## config.mk

```make
export PLATFORM = sky130hd
export DESIGN_NAME = hp_alarm_logger_flat
export DESIGN_NICKNAME = d
export VERILOG_FILES = /design/src/rtl/hp_alarm_logger_if.sv /design/src/rtl/hp_alarm_logger.sv /design/src/flat_wrapper.sv
export SDC_FILE = /design/constraint.sdc
export NUM_CORES = 1
export LEC_CHECK = 0
export CAP_MARGIN = 30
export CORE_ASPECT_RATIO = 0.7
export CORE_MARGIN = 4
export CORE_UTILIZATION = 40
export CTS_CLUSTER_DIAMETER = 200
export DETAILED_ROUTE_END_ITERATION = 16
export PLACE_DENSITY = 0.57
export SLEW_MARGIN = 10
export SYNTH_ARGS = -nofsm -noshare
export SYNTH_HDL_FRONTEND = slang
export SYNTH_SLANG_ARGS = --single-unit
```

## constraint.sdc

```tcl
create_clock -name wb_clk_i -period 9.8 [get_ports wb_clk_i]
set_input_delay 1.47 -clock wb_clk_i [delete_from_list [all_inputs] [get_ports wb_clk_i]]
set_output_delay 1.47 -clock wb_clk_i [all_outputs]
set_load 0.01 [all_outputs]
```

## src/rtl/hp_alarm_logger_if.sv

```systemverilog
// hp_alarm_logger_if: Wishbone slave bus bundle for hp_alarm_logger
//   master drives cyc/stb/we/adr/dat_i; slave returns ack/stl/dat_o
interface hp_alarm_logger_if;
  logic        wbs_cyc_i;
  logic        wbs_stb_i;
  logic        wbs_we_i;
  logic [31:0] wbs_adr_i;
  logic [31:0] wbs_dat_i;
  logic        wbs_ack_o;
  logic        wbs_stl_o;
  logic [31:0] wbs_dat_o;
  modport master (output wbs_cyc_i, wbs_stb_i, wbs_we_i, wbs_adr_i, wbs_dat_i,
                  input  wbs_ack_o, wbs_stl_o, wbs_dat_o);
  modport slave  (input  wbs_cyc_i, wbs_stb_i, wbs_we_i, wbs_adr_i, wbs_dat_i,
                  output wbs_ack_o, wbs_stl_o, wbs_dat_o);
endinterface

```

## src/rtl/hp_alarm_logger.sv

```systemverilog
// hp_alarm_logger: timestamps hp_alarm rising edges into a FIFO drained over Wishbone
//   wb_clk_i  clock; reset sync active-high
//   bus       Wishbone slave (hp_alarm_logger_if.slave): STATUS/DATA/CTRL/TS at adr[3:2]
//   hp_alarm  asynchronous alarm input
//   irq_o     present only when HP_LOG_IRQ_EN is defined
module hp_alarm_logger #(
  parameter logic [31:0] BASE_ADDR  = 32'h3000_0100,
  parameter int          DEPTH_LOG2 = 4,
  parameter int          TS_W       = 24
) (
  input logic              wb_clk_i,
  input logic              reset,
  hp_alarm_logger_if.slave bus,
  input logic              hp_alarm
`ifdef HP_LOG_IRQ_EN
  ,
  output logic             irq_o
`endif
);
  localparam int DEPTH = 1 << DEPTH_LOG2;
  localparam int SW = 32 - TS_W;
  logic [2:0] sync;
  logic [TS_W-1:0] ts;
  logic [SW-1:0] seq;
  logic [DEPTH_LOG2:0] wr_ptr, rd_ptr, count;
  logic [31:0] mem [DEPTH];
  logic en, ovf, ie;
  logic [7:0] drop_ctr;
  logic [1:0] sel;
  logic evt, req, rd, ctrl_wr, empty, full, pop, flush, clr, zero, push, drop;
  logic [31:0] status, ctrl_rd, rd_data;
  logic unused_bits;
  assign unused_bits = ^{bus.wbs_adr_i[1:0], bus.wbs_dat_i};
  assign bus.wbs_stl_o = 1'b0;
  assign evt = sync[1] & ~sync[2];
  assign sel = bus.wbs_adr_i[3:2];
  assign req = bus.wbs_cyc_i & bus.wbs_stb_i & (bus.wbs_adr_i[31:4] == BASE_ADDR[31:4]);
  assign rd = req & ~bus.wbs_we_i;
  assign ctrl_wr = req & bus.wbs_we_i & (sel == 2'd2);
  assign flush = ctrl_wr & bus.wbs_dat_i[1];
  assign clr = ctrl_wr & bus.wbs_dat_i[2];
  assign zero = ctrl_wr & bus.wbs_dat_i[3];
  assign count = wr_ptr - rd_ptr;
  assign empty = count == '0;
  assign full = count == (DEPTH_LOG2+1)'(DEPTH);
  assign pop = rd & (sel == 2'd1) & ~empty;
  // a pop in the same cycle frees the slot, so a full FIFO still accepts the event
  assign push = evt & en & ~flush & (~full | pop);
  assign drop = evt & en & ~flush & full & ~pop;
  assign status = {drop_ctr, 5'd0, ovf, full, empty, (15-DEPTH_LOG2)'(0), count};
  assign ctrl_rd = {27'd0, ie, 3'd0, en};
  assign rd_data = sel == 2'd0 ? status :
                   sel == 2'd1 ? (pop ? mem[rd_ptr[DEPTH_LOG2-1:0]] : 32'd0) :
                   sel == 2'd2 ? ctrl_rd : 32'(ts);
  always_ff @(posedge wb_clk_i)
    if (push) mem[wr_ptr[DEPTH_LOG2-1:0]] <= {seq, ts};
  always_ff @(posedge wb_clk_i) begin
    if (reset) begin
      sync <= '0;
      ts <= '0;
      seq <= '0;
      wr_ptr <= '0;
      rd_ptr <= '0;
      en <= 1'b0;
      ovf <= 1'b0;
      drop_ctr <= '0;
      bus.wbs_ack_o <= 1'b0;
      bus.wbs_dat_o <= '0;
    end else begin
      sync <= {sync[1:0], hp_alarm};
      ts <= zero ? '0 : ts + TS_W'(1);
      seq <= zero ? '0 : seq + SW'(push);
      wr_ptr <= wr_ptr + (DEPTH_LOG2+1)'(push);
      rd_ptr <= flush ? wr_ptr : rd_ptr + (DEPTH_LOG2+1)'(pop);
      en <= ctrl_wr ? bus.wbs_dat_i[0] : en;
      ovf <= clr ? 1'b0 : ovf | drop;
      drop_ctr <= clr ? '0 : drop_ctr + 8'(drop && drop_ctr != 8'hff);
      bus.wbs_ack_o <= req;
      bus.wbs_dat_o <= rd ? rd_data : '0;
    end
  end
`ifdef HP_LOG_IRQ_EN
  always_ff @(posedge wb_clk_i) begin
    if (reset) begin
      ie <= 1'b0;
      irq_o <= 1'b0;
    end else begin
      ie <= ctrl_wr ? bus.wbs_dat_i[4] : ie;
      irq_o <= (~empty & ie) | ovf;
    end
  end
`else
  assign ie = 1'b0;
`endif
endmodule
```

## src/flat_wrapper.sv

```systemverilog
// flat-port wrapper written by rule: the top's interface ports become plain ports
module hp_alarm_logger_flat 
#(
  parameter logic [31:0] BASE_ADDR  = 32'h3000_0100,
  parameter int          DEPTH_LOG2 = 4,
  parameter int          TS_W       = 24
)
  (wb_clk_i, reset, hp_alarm, bus_wbs_cyc_i, bus_wbs_stb_i, bus_wbs_we_i, bus_wbs_adr_i, bus_wbs_dat_i, bus_wbs_ack_o, bus_wbs_stl_o, bus_wbs_dat_o);
  hp_alarm_logger_if bus_i ();
  input logic wb_clk_i;
  input logic reset;
  input logic hp_alarm;
  input wire logic [$bits(bus_i.wbs_cyc_i)-1:0] bus_wbs_cyc_i;
  input wire logic [$bits(bus_i.wbs_stb_i)-1:0] bus_wbs_stb_i;
  input wire logic [$bits(bus_i.wbs_we_i)-1:0] bus_wbs_we_i;
  input wire logic [$bits(bus_i.wbs_adr_i)-1:0] bus_wbs_adr_i;
  input wire logic [$bits(bus_i.wbs_dat_i)-1:0] bus_wbs_dat_i;
  output wire logic [$bits(bus_i.wbs_ack_o)-1:0] bus_wbs_ack_o;
  output wire logic [$bits(bus_i.wbs_stl_o)-1:0] bus_wbs_stl_o;
  output wire logic [$bits(bus_i.wbs_dat_o)-1:0] bus_wbs_dat_o;
  assign bus_i.wbs_cyc_i = bus_wbs_cyc_i;
  assign bus_i.wbs_stb_i = bus_wbs_stb_i;
  assign bus_i.wbs_we_i = bus_wbs_we_i;
  assign bus_i.wbs_adr_i = bus_wbs_adr_i;
  assign bus_i.wbs_dat_i = bus_wbs_dat_i;
  assign bus_wbs_ack_o = bus_i.wbs_ack_o;
  assign bus_wbs_stl_o = bus_i.wbs_stl_o;
  assign bus_wbs_dat_o = bus_i.wbs_dat_o;
  hp_alarm_logger #(.BASE_ADDR(BASE_ADDR), .DEPTH_LOG2(DEPTH_LOG2), .TS_W(TS_W)) u_core (.wb_clk_i(wb_clk_i), .reset(reset), .bus(bus_i), .hp_alarm(hp_alarm));
endmodule
```

==> results of run 1 <==
## stage by stage
| stage | util [%] | std cells | setup slack, ns | hold slack, ns | cell area, um^2 |
|---|---|---|---|---|---|
| global route | 46.9 | 2133 | 4.76 | 0.469 | 26800 |
| finish | 46.9 | 2133 | 4.94 | 0.457 | 26800 |
| global placement | 43.7 | 2025 | 3.98 | 0.444 | 24900 |
| floorplan | - | 1233 | 3.39 | 0.414 | 23200 |
| detailed placement | 43.7 | 2028 | 3.86 | 0.447 | 25000 |
| CTS | 46.8 | 2130 | 4.49 | 0.460 | 26700 |
## worst min path at each step
stage / start / to / slack (ns)
5_1_grt: u_core.sync[0]$_SDFF_PP0_ / u_core.sync[1]$_SDFF_PP0_ / 0.47
3_5_place_dp: u_core.sync[0]$_SDFF_PP0_ / u_core.sync[1]$_SDFF_PP0_ / 0.45
6_report: u_core.sync[0]$_SDFF_PP0_ / u_core.sync[1]$_SDFF_PP0_ / 0.46
4_1_cts: u_core.sync[0]$_SDFF_PP0_ / u_core.sync[1]$_SDFF_PP0_ / 0.46
3_3_place_gp: u_core.sync[0]$_SDFF_PP0_ / u_core.sync[1]$_SDFF_PP0_ / 0.44
2_1_floorplan: u_core.sync[0]$_SDFF_PP0_ / u_core.sync[1]$_SDFF_PP0_ / 0.41
## kinds of logic after synthesis
logic type                 after synthesis  share of synthesized area (%)
AOI/OAI and AO/OA                      115                           3.41
muxes                                  157                           13.7
other                                    1                         0.0162
and+or+nand+nor                        223                           5.01
xor gates and xnor gates                44                           1.66
adders and majority gates               14                          0.788
buffers and inverters                   79                           1.47
DFF                                    600                           74.0
## layer usage
layer | vias to the layer above | global-route usage, % | share of wire, %
met2 | 348 | 25.6 | 45
met1 | 6287 | 27.2 | 47
met5 | - | 0 | 0
met3 | 64 | 3.16 | 6.4
met4 | 0 | 3.26 | 1.4
li1 | 5212 | - | -
## synthesized netlist by cell type, types with 2 or more instances
library cell,instances,share of area (%)
a32oi_1,24,0.91
xnor2_1,25,0.94
nor4_1,12,0.32
mux2i_1,29,1.3
nor2b_1,10,0.27
nand3_1,27,0.58
inv_1,11,0.18
nand2_1,32,0.52
nor4_4,2,0.18
nor3_1,17,0.37
o21a_1,2,0.065
dfxtp_1,88,7.6
xor2_1,19,0.72
clkbuf_1,41,0.66
nand3b_1,2,0.065
o22ai_1,24,0.65
a22oi_1,19,0.62
nor3b_1,2,0.065
edfxtp_1,512,66
buf_1,8,0.13
ha_1,13,0.70
a21oi_1,35,0.76
mux4_2,128,12
a21o_1,2,0.065
and4bb_2,2,0.11
nor2_1,81,1.3
a211o_1,2,0.076
and2_1,6,0.16
a221oi_1,3,0.11
buf_6,3,0.15
nand4_1,7,0.19
or2_2,2,0.054
and4_1,6,0.23
and3_1,4,0.11
buf_2,14,0.30
nand2b_1,5,0.13
## where the power goes
group          total [W]  leakage, nW  internal, W  switching [W]
Combinational  0.0000343         2.15    0.0000187      0.0000156
Clock            0.00210        0.865      0.00119       0.000913
Sequential       0.00274         5.65      0.00274     0.00000613
Total            0.00488         8.67      0.00394       0.000934
## state kept, by name (all words and copies together) (netlist names)
signal                cells
u_core.wr_ptr             5
u_core.seq                8
u_core.ts                24
u_core.drop_ctr           8
u_core.bus.wbs_ack_o      1
u_core.en                 1
u_core.ovf                1
u_core.mem              512
u_core.rd_ptr             5
u_core.sync               3
u_core.bus.wbs_dat_o     32
## final cells by class
class / count / area [um^2] / share of cell area [%]
clock buffer: 79 / 1570 / 5.86
clock inverter: 23 / 193 / 0.720
inverter: 12 / 45.0 / 0.168
multi-input combinational: 554 / 5800 / 21.7
sequential: 600 / 17100 / 64.0
tap: 750 / 938 / 3.50
timing repair buffer: 115 / 1090 / 4.06
==> flow_metrics.py, run 1 <==
metrics = {
    "status": {
        "status": "finished, final reports clean",
    },
    "worst_setup_path": {
        "cpPeakStageDelay_ns": 0.53,
        "worstSetupEndpoint": "u_core.mem[0][7]$_DFFE_PP_",
        "cp_max_fo": 35,
        "crit_start": "bus_wbs_adr_i[12]",
        "critical_path_class": "in -> reg",
        "cp_cell_sequence": "clkdlybuf4s50_1 -> nor4_1 -> nand4_1 -> nor4_4 -> buf_4 -> o211ai_2 -> buf_6 -> nor4_2 -> clkbuf_4 -> buf_4",
        "crit_family": "buffers and inverters",
        "required_ns": 10.02,
        "r2r_end": "u_core.seq[6]$_SDFF_PP0_",
        "crit_buf_inv": 5,
        "critPathSlowestCell": "buf_4",
        "timing.rr.start": "u_core.wr_ptr[0]$_SDFF_PP0_",
        "cp-end-kind": "register",
        "cp-start-kind": "input port",
        "cp_num_cells": 10,
        "r2r_slack_ns": 5.34,
        "reg2reg_depth": 16,
        "critPathArrivalTime_ns": 5.08,
        "critPathMostFrequentCell": "buf_4",
    },
    "clock_tree": {
        "clockBufferDepth": 3,
        "cts_resized": 0,
        "cts.sinks": 600,
        "clk_pin_slew_ns": 0.06,
        "cts_root_buf": "clkbuf_16",
        "htreeDepth": 2,
        "cts_buffers": 56,
        "hold_buffers": 0,
        "worstSkewPairLatency_ns": 0.60,
        "post_cts_buffers": 0,
        "cts_tree": "done",
    },
    "finish": {
        "final_common_cell": "edfxtp_1",
        "layout-drive-gt1-share_pct": 20.5,
        "area_delta_synth_final_pct": 15.6,
        "layout.nets": 1423,
        "most-common-layout-cells": "edfxtp_1, mux4_2, dfxtp_1, nor2_1, clkdlybuf4s50_1",
        "diodes": 0,
        "fill_cells": 4765,
    },
    "place": {
        "hpwl_um": 29700,
        "routabilityCongestion": 0.750,
        "portBuffers": 72,
    },
    "routing": {
        "final_antenna_net_count": 0,
        "num_vias": 11911,
        "wire_per_inst_um": 25.2,
        "drc_errors": 0,
        "drtIter0Drc": 1122,
        "drt-vias-per-instance": 5.58,
        "wl_um": 53700,
        "firstDrtPassIters": 5,
    },
    "pwr": {
        "finalPower_w": 0.00488,
        "power.leakage_nw": 8.67,
        "peakVddDrop_uv": 150,
        "power_density_nw_per_um2": 182,
    },
    "sta": {
        "final_max_slew_viol_count": 0,
        "fin_crit_sh_pct": 49.6,
        "finalClockSkew_ns": 0.0269,
        "hold_viol_final": 0,
        "relSlewSlack_pct": 35.0,
        "min_period_ns": 4.86,
        "worstMarginPinSlew_ns": 0.976,
        "tns_ns": 0,
        "setup_viol": 0,
        "rsz0062_at_grt": "no",
        "fmax_mhz": 206,
    },
    "grt": {
        "track_usage_pct": 17.3,
        "grt_max_degree": 57,
        "antenna_found_initial": 0,
        "grt_pass1_vias": 12124,
        "grt_overflow_total": 0,
        "grt_pass1_wl_um": 79900,
    },
    "floorplanning": {
        "ios": 104,
        "coreArea_um2": 57100,
        "die_w_um": 296,
        "rows": 73,
        "start_util_pct": 40.6,
        "die_h_um": 209,
        "die_area_um2": 61900,
    },
    "synthesis": {
        "ys_ff_latch": 600,
        "synth_area_per_cell_um2": 18.8,
        "synthFlopType": "edfxtp_1",
        "syn_nets": 1317,
        "ys_seq_area_share_pct": 74.0,
        "synth_edf_count": 512,
        "async_flop_share_pct": 0,
        "ys_types": 50,
        "yosysWarnings": 0,
        "synth_area_um2": 23200,
        "syn-instance-count": 1233,
    },
    "min_path": {
        "hold_depth": 1,
        "min_path_type": "reg -> reg",
    },
    "run": {
        "maxCapViolCount": 0,
    },
}
Note: power is estimated with default switching activity, not from simulation.
==> inputs of run 2 (changes only) <==
clock period = 5.1 ns   (was 9.8 ns; I/O delays follow)
==> flow_metrics.py, run 2 (same netlist as run 1, synthesis figures left out) <==
metrics = {
    "pwr": {
        "power.leakage_nw": 8.75,
        "finalPower_w": 0.00941,
        "peakVddDrop_uv": 259,
        "power_density_nw_per_um2": 351,
    },
    "routing": {
        "num_vias": 11706,
        "final_antenna_net_count": 0,
        "drc_errors": 0,
        "wire_per_inst_um": 24.6,
        "firstDrtPassIters": 5,
        "wl_um": 52400,
        "drtIter0Drc": 1081,
        "drt-vias-per-instance": 5.49,
    },
    "finish": {
        "layout.nets": 1418,
        "area_delta_synth_final_pct": 15.8,
        "diodes": 0,
        "final_area_um2": 26800,
        "most-common-layout-cells": "edfxtp_1, mux4_2, dfxtp_1, nor2_1, clkdlybuf4s50_1",
        "final_common_cell": "edfxtp_1",
        "layout-drive-gt1-share_pct": 20.6,
        "largest_reg_flops": 512,
    },
    "clock_tree": {
        "cts.sinks": 600,
        "cts_resized": 0,
        "post_cts_buffers": 0,
        "clockBufferDepth": 3,
        "htreeDepth": 2,
        "clk_pin_slew_ns": 0.07,
        "cts_tree": "done",
        "worstSkewPairLatency_ns": 0.60,
        "cts_buffers": 55,
        "cts_root_buf": "clkbuf_16",
        "hold_buffers": 0,
    },
    "sta": {
        "fmax_mhz": 235,
        "final_max_slew_viol_count": 0,
        "worstMarginPinSlew_ns": 1.00,
        "finalClockSkew_ns": 0.0201,
        "whs_ns": 0.457,
        "hold_viol_final": 0,
        "relSlewSlack_pct": 32.5,
        "min_period_ns": 4.25,
        "rsz0062_at_grt": "no",
        "fin_crit_sh_pct": 83.4,
        "finalWorstSetupSlack_ns": 0.849,
        "setup_viol": 0,
    },
    "worst_setup_path": {
        "cp-start-kind": "register",
        "critPathArrivalTime_ns": 4.73,
        "critical_path_class": "reg -> reg",
        "timing.rr.start": "u_core.wr_ptr[0]$_SDFF_PP0_",
        "cp_max_fo": 8,
        "required_ns": 5.58,
        "cp-end-kind": "register",
        "crit_start": "u_core.wr_ptr[0]$_SDFF_PP0_",
    },
    "floorplanning": {
        "start_util_pct": 40.6,
        "ios": 104,
        "die_area_um2": 61900,
        "die_w_um": 296,
        "rows": 73,
        "coreArea_um2": 57100,
        "die_h_um": 209,
    },
    "grt": {
        "grt_overflow_total": 0,
        "grt_max_degree": 57,
        "grt_pass1_vias": 11948,
        "antenna_found_initial": 0,
        "grt_pass1_wl_um": 78400,
        "track_usage_pct": 17.0,
    },
    "min_path": {
        "min_path_type": "reg -> reg",
        "hold_start": "u_core.sync[0]$_SDFF_PP0_",
    },
    "place": {
        "hpwl_um": 29700,
        "routabilityCongestion": 0.744,
        "placed_area_um2": 25000,
        "place_ws_ns": 0.906,
        "portBuffers": 72,
    },
    "run": {
        "maxCapViolCount": 0,
    },
    "status": {
        "status": "finished, final reports clean",
    },
}
==> run 2: through the flow <==
| step | std cells | util, % | setup TNS [ns] |
|---|---|---|---|
| floorplan | 1233 | - | -169.15 |
| global placement | 2025 | 43.8 | 0 |
| detailed placement | 2026 | 43.8 | 0 |
| CTS | 2130 | 46.9 | 0 |
| global route | 2131 | 47.0 | 0 |
| finish | 2131 | 47.0 | 0 |
==> run 2: cell type report <==
class / instances / area [um^2]
clock buffer: 68 / 1460
clock inverter: 36 / 332
fill: 4732 / 30300
inverter: 12 / 45.0
multi-input combinational: 554 / 5860
sequential: 600 / 17100
tap: 750 / 938
timing repair buffer: 111 / 1050
==> run 2: worst paths after layout <==
check / depth (start not counted) / to / slack, ns
worst max-delay path: 15 / u_core.seq[6]$_SDFF_PP0_ / 0.85
worst min-delay path: 1 / u_core.sync[1]$_SDFF_PP0_ / 0.46
worst max register to register: 15 / u_core.seq[6]$_SDFF_PP0_ / 0.85
worst min register to register: 1 / u_core.sync[1]$_SDFF_PP0_ / 0.46
==> run 2: where the power goes <==
part           switching, W  internal (W)  leakage (nW)
Clock               0.00182       0.00225         0.869
Combinational     0.0000312     0.0000360          2.23
Sequential        0.0000114       0.00525          5.65
Total               0.00186       0.00754          8.75
==> run 2: worst max-delay path: stages, from the launching register on <==
cell and delay, ns:
dfxtp_1 0.56, inv_1 0.27, ha_1 0.26, inv_1 0.07, fa_1 0.43, nor3b_1 0.27, nand4_1 0.14, a211o_1 0.37
o211ai_2 0.53, inv_1 0.21, ha_1 0.29, ha_1 0.22, and3_1 0.21, nand3_1 0.10, xor2_1 0.15, nor2_1 0.05
==> run 2: routing by layer <==
layer / vias to the layer above / track usage, % / wire [um]
met4: 0 / 3.14 / 848
met5: - / 0 / 0
li1: 5189 / - / -
met1: 6162 / 26.3 / 25100
met2: 300 / 25.4 / 23700
met3: 55 / 2.94 / 2790
==> inputs of run 3 (changes only) <==
clock period = 3.96 ns   (was 5.1 ns; I/O delays follow)
==> flow_metrics.py, run 3 (same netlist as run 1, synthesis figures left out) <==
metrics = {
    "status": {
        "status": "finished, final reports clean",
    },
    "floorplanning": {
        "die_w_um": 296,
        "ios": 104,
        "coreArea_um2": 57100,
        "rows": 73,
        "die_area_um2": 61900,
        "die_h_um": 209,
        "start_util_pct": 40.6,
    },
    "clock_tree": {
        "htreeDepth": 2,
        "cts_resized": 0,
        "clk_pin_slew_ns": 0.06,
        "cts_root_buf": "clkbuf_16",
        "cts.sinks": 600,
        "post_cts_buffers": 0,
        "clockBufferDepth": 3,
        "cts_tree": "done",
        "hold_buffers": 0,
        "worstSkewPairLatency_ns": 0.61,
        "cts_buffers": 56,
    },
    "finish": {
        "fin_cells": 2153,
        "most-common-layout-cells": "edfxtp_1, mux4_2, dfxtp_1, nor2_1, clkdlybuf4s50_1",
        "post-route-util_pct": 47.8,
        "fill_cells": 4714,
        "multi_input_area_um2": 5930,
        "layout.nets": 1440,
        "layout-drive-gt1-share_pct": 22.0,
        "final_common_cell": "edfxtp_1",
        "largest_reg_flops": 512,
        "register_area_um2": 17100,
        "diodes": 0,
        "area_delta_synth_final_pct": 17.8,
    },
    "grt": {
        "grt_pass1_wl_um": 80800,
        "antenna_found_initial": 0,
        "track_usage_pct": 17.6,
        "grt_max_degree": 96,
        "grt_overflow_total": 0,
        "grt_pass1_vias": 12148,
    },
    "worst_setup_path": {
        "required_ns": 4.45,
        "critPathArrivalTime_ns": 3.98,
        "critical_path_class": "reg -> reg",
        "cp-start-kind": "register",
        "cp-end-kind": "register",
        "cp_max_fo": 3,
    },
    "place": {
        "routabilityCongestion": 0.794,
        "portBuffers": 72,
        "placed_cells": 2048,
        "hpwl_um": 30400,
        "place_ws_ns": 0.410,
    },
    "sta": {
        "finalWorstSetupSlack_ns": 0.466,
        "relSlewSlack_pct": 33.1,
        "worstMarginPinSlew_ns": 1.00,
        "rsz0062_at_grt": "no",
        "min_period_ns": 3.49,
        "setup_viol": 0,
        "fmax_mhz": 286,
        "final_max_slew_viol_count": 0,
        "hold_viol_final": 0,
        "tns_ns": 0,
        "fin_crit_sh_pct": 88.2,
        "finalClockSkew_ns": 0.0113,
    },
    "routing": {
        "drc_errors": 0,
        "final_antenna_net_count": 0,
        "wire_per_inst_um": 25.2,
        "drt-vias-per-instance": 5.52,
        "dr.max_layer_used": "met4",
        "dr_wl_met3_um": 2900,
        "wl_met1_um": 26300,
        "drtIter0Drc": 966,
        "num_vias": 11877,
        "wl_met2_um": 24100,
        "firstDrtPassIters": 5,
        "wl_um": 54200,
    },
    "pwr": {
        "peakVddDrop_uv": 324,
        "finalPower_w": 0.0125,
        "power_density_nw_per_um2": 458,
        "power.leakage_nw": 8.96,
    },
    "run": {
        "maxCapViolCount": 0,
    },
    "min_path": {
        "min_path_type": "reg -> reg",
    },
}
==> run 3: changes by cell type in the layout (fill, tap and decap cells not counted), moves of 2 or more <==
cell / previous run / this run
nor4_2: 7 / 0
clkbuf_8: 3 / 8
inv_16: 2 / 0
buf_12: 1 / 10
clkinv_4: 3 / 0
clkbuf_16: 55 / 59
buf_4: 36 / 50
nor4_4: 3 / 10
bufinv_16: 4 / 7
clkinv_1: 8 / 6
clkinvlp_4: 5 / 0
==> run 3: metal layers <==
metal / global-route usage [%] / vias up
li1: - / 5232
met1: 27.5 / 6288
met2: 26.2 / 296
met3: 2.88 / 61
met4: 3.89 / 0
met5: 0 / -
==> run 3: path summary, 6_finish.rpt <==
kind	start	cells after the start	slack (ns)	end
max	u_core.wr_ptr[0]$_SDFF_PP0_	14	0.47	u_core.drop_ctr[4]$_SDFF_PP0_
max reg2reg	u_core.wr_ptr[0]$_SDFF_PP0_	14	0.47	u_core.drop_ctr[4]$_SDFF_PP0_
min	u_core.sync[0]$_SDFF_PP0_	1	0.44	u_core.sync[1]$_SDFF_PP0_
min reg2reg	u_core.sync[0]$_SDFF_PP0_	1	0.44	u_core.sync[1]$_SDFF_PP0_
==> run 3: cell type report <==
type	instances	share of cell area (%)
clock buffers	78	5.96
clock inverters	27	1.16
inverters	12	0.165
multi-input cells	554	21.7
flip-flops and latches	600	62.8
well taps	750	3.44
repair buffers	132	4.75
==> run 3: power by group <==
group	leakage, nW	internal (W)	total (W)	switching, W
Combinational	2.36	0.0000490	0.000103	0.0000544
Sequential	5.65	0.00677	0.00677	0.000000999
Clock	0.960	0.00332	0.00563	0.00231
Total	8.96	0.0101	0.0125	0.00236
==> run 3: worst max-delay path: stages, from the launching register on <==
cell,delay [ns]
dfxtp_1,0.33
inv_1,0.06
ha_1,0.19
inv_1,0.06
fa_1,0.44
nor3b_1,0.28
nand4_1,0.14
a211o_1,0.40
nor4b_1,0.58
o21a_1,0.21
ha_1,0.17
ha_1,0.21
nand3_1,0.11
xor2_1,0.14
nor2_1,0.05
==> run 3: per-stage QoR <==
| step | instance area [um^2] | hold WS [ns] |
|---|---|---|
| floorplan | 23300 | 0.414 |
| global placement | 25400 | 0.439 |
| detailed placement | 25400 | 0.429 |
| CTS | 27300 | 0.439 |
| global route | 27300 | 0.461 |
| finish | 27300 | 0.435 |
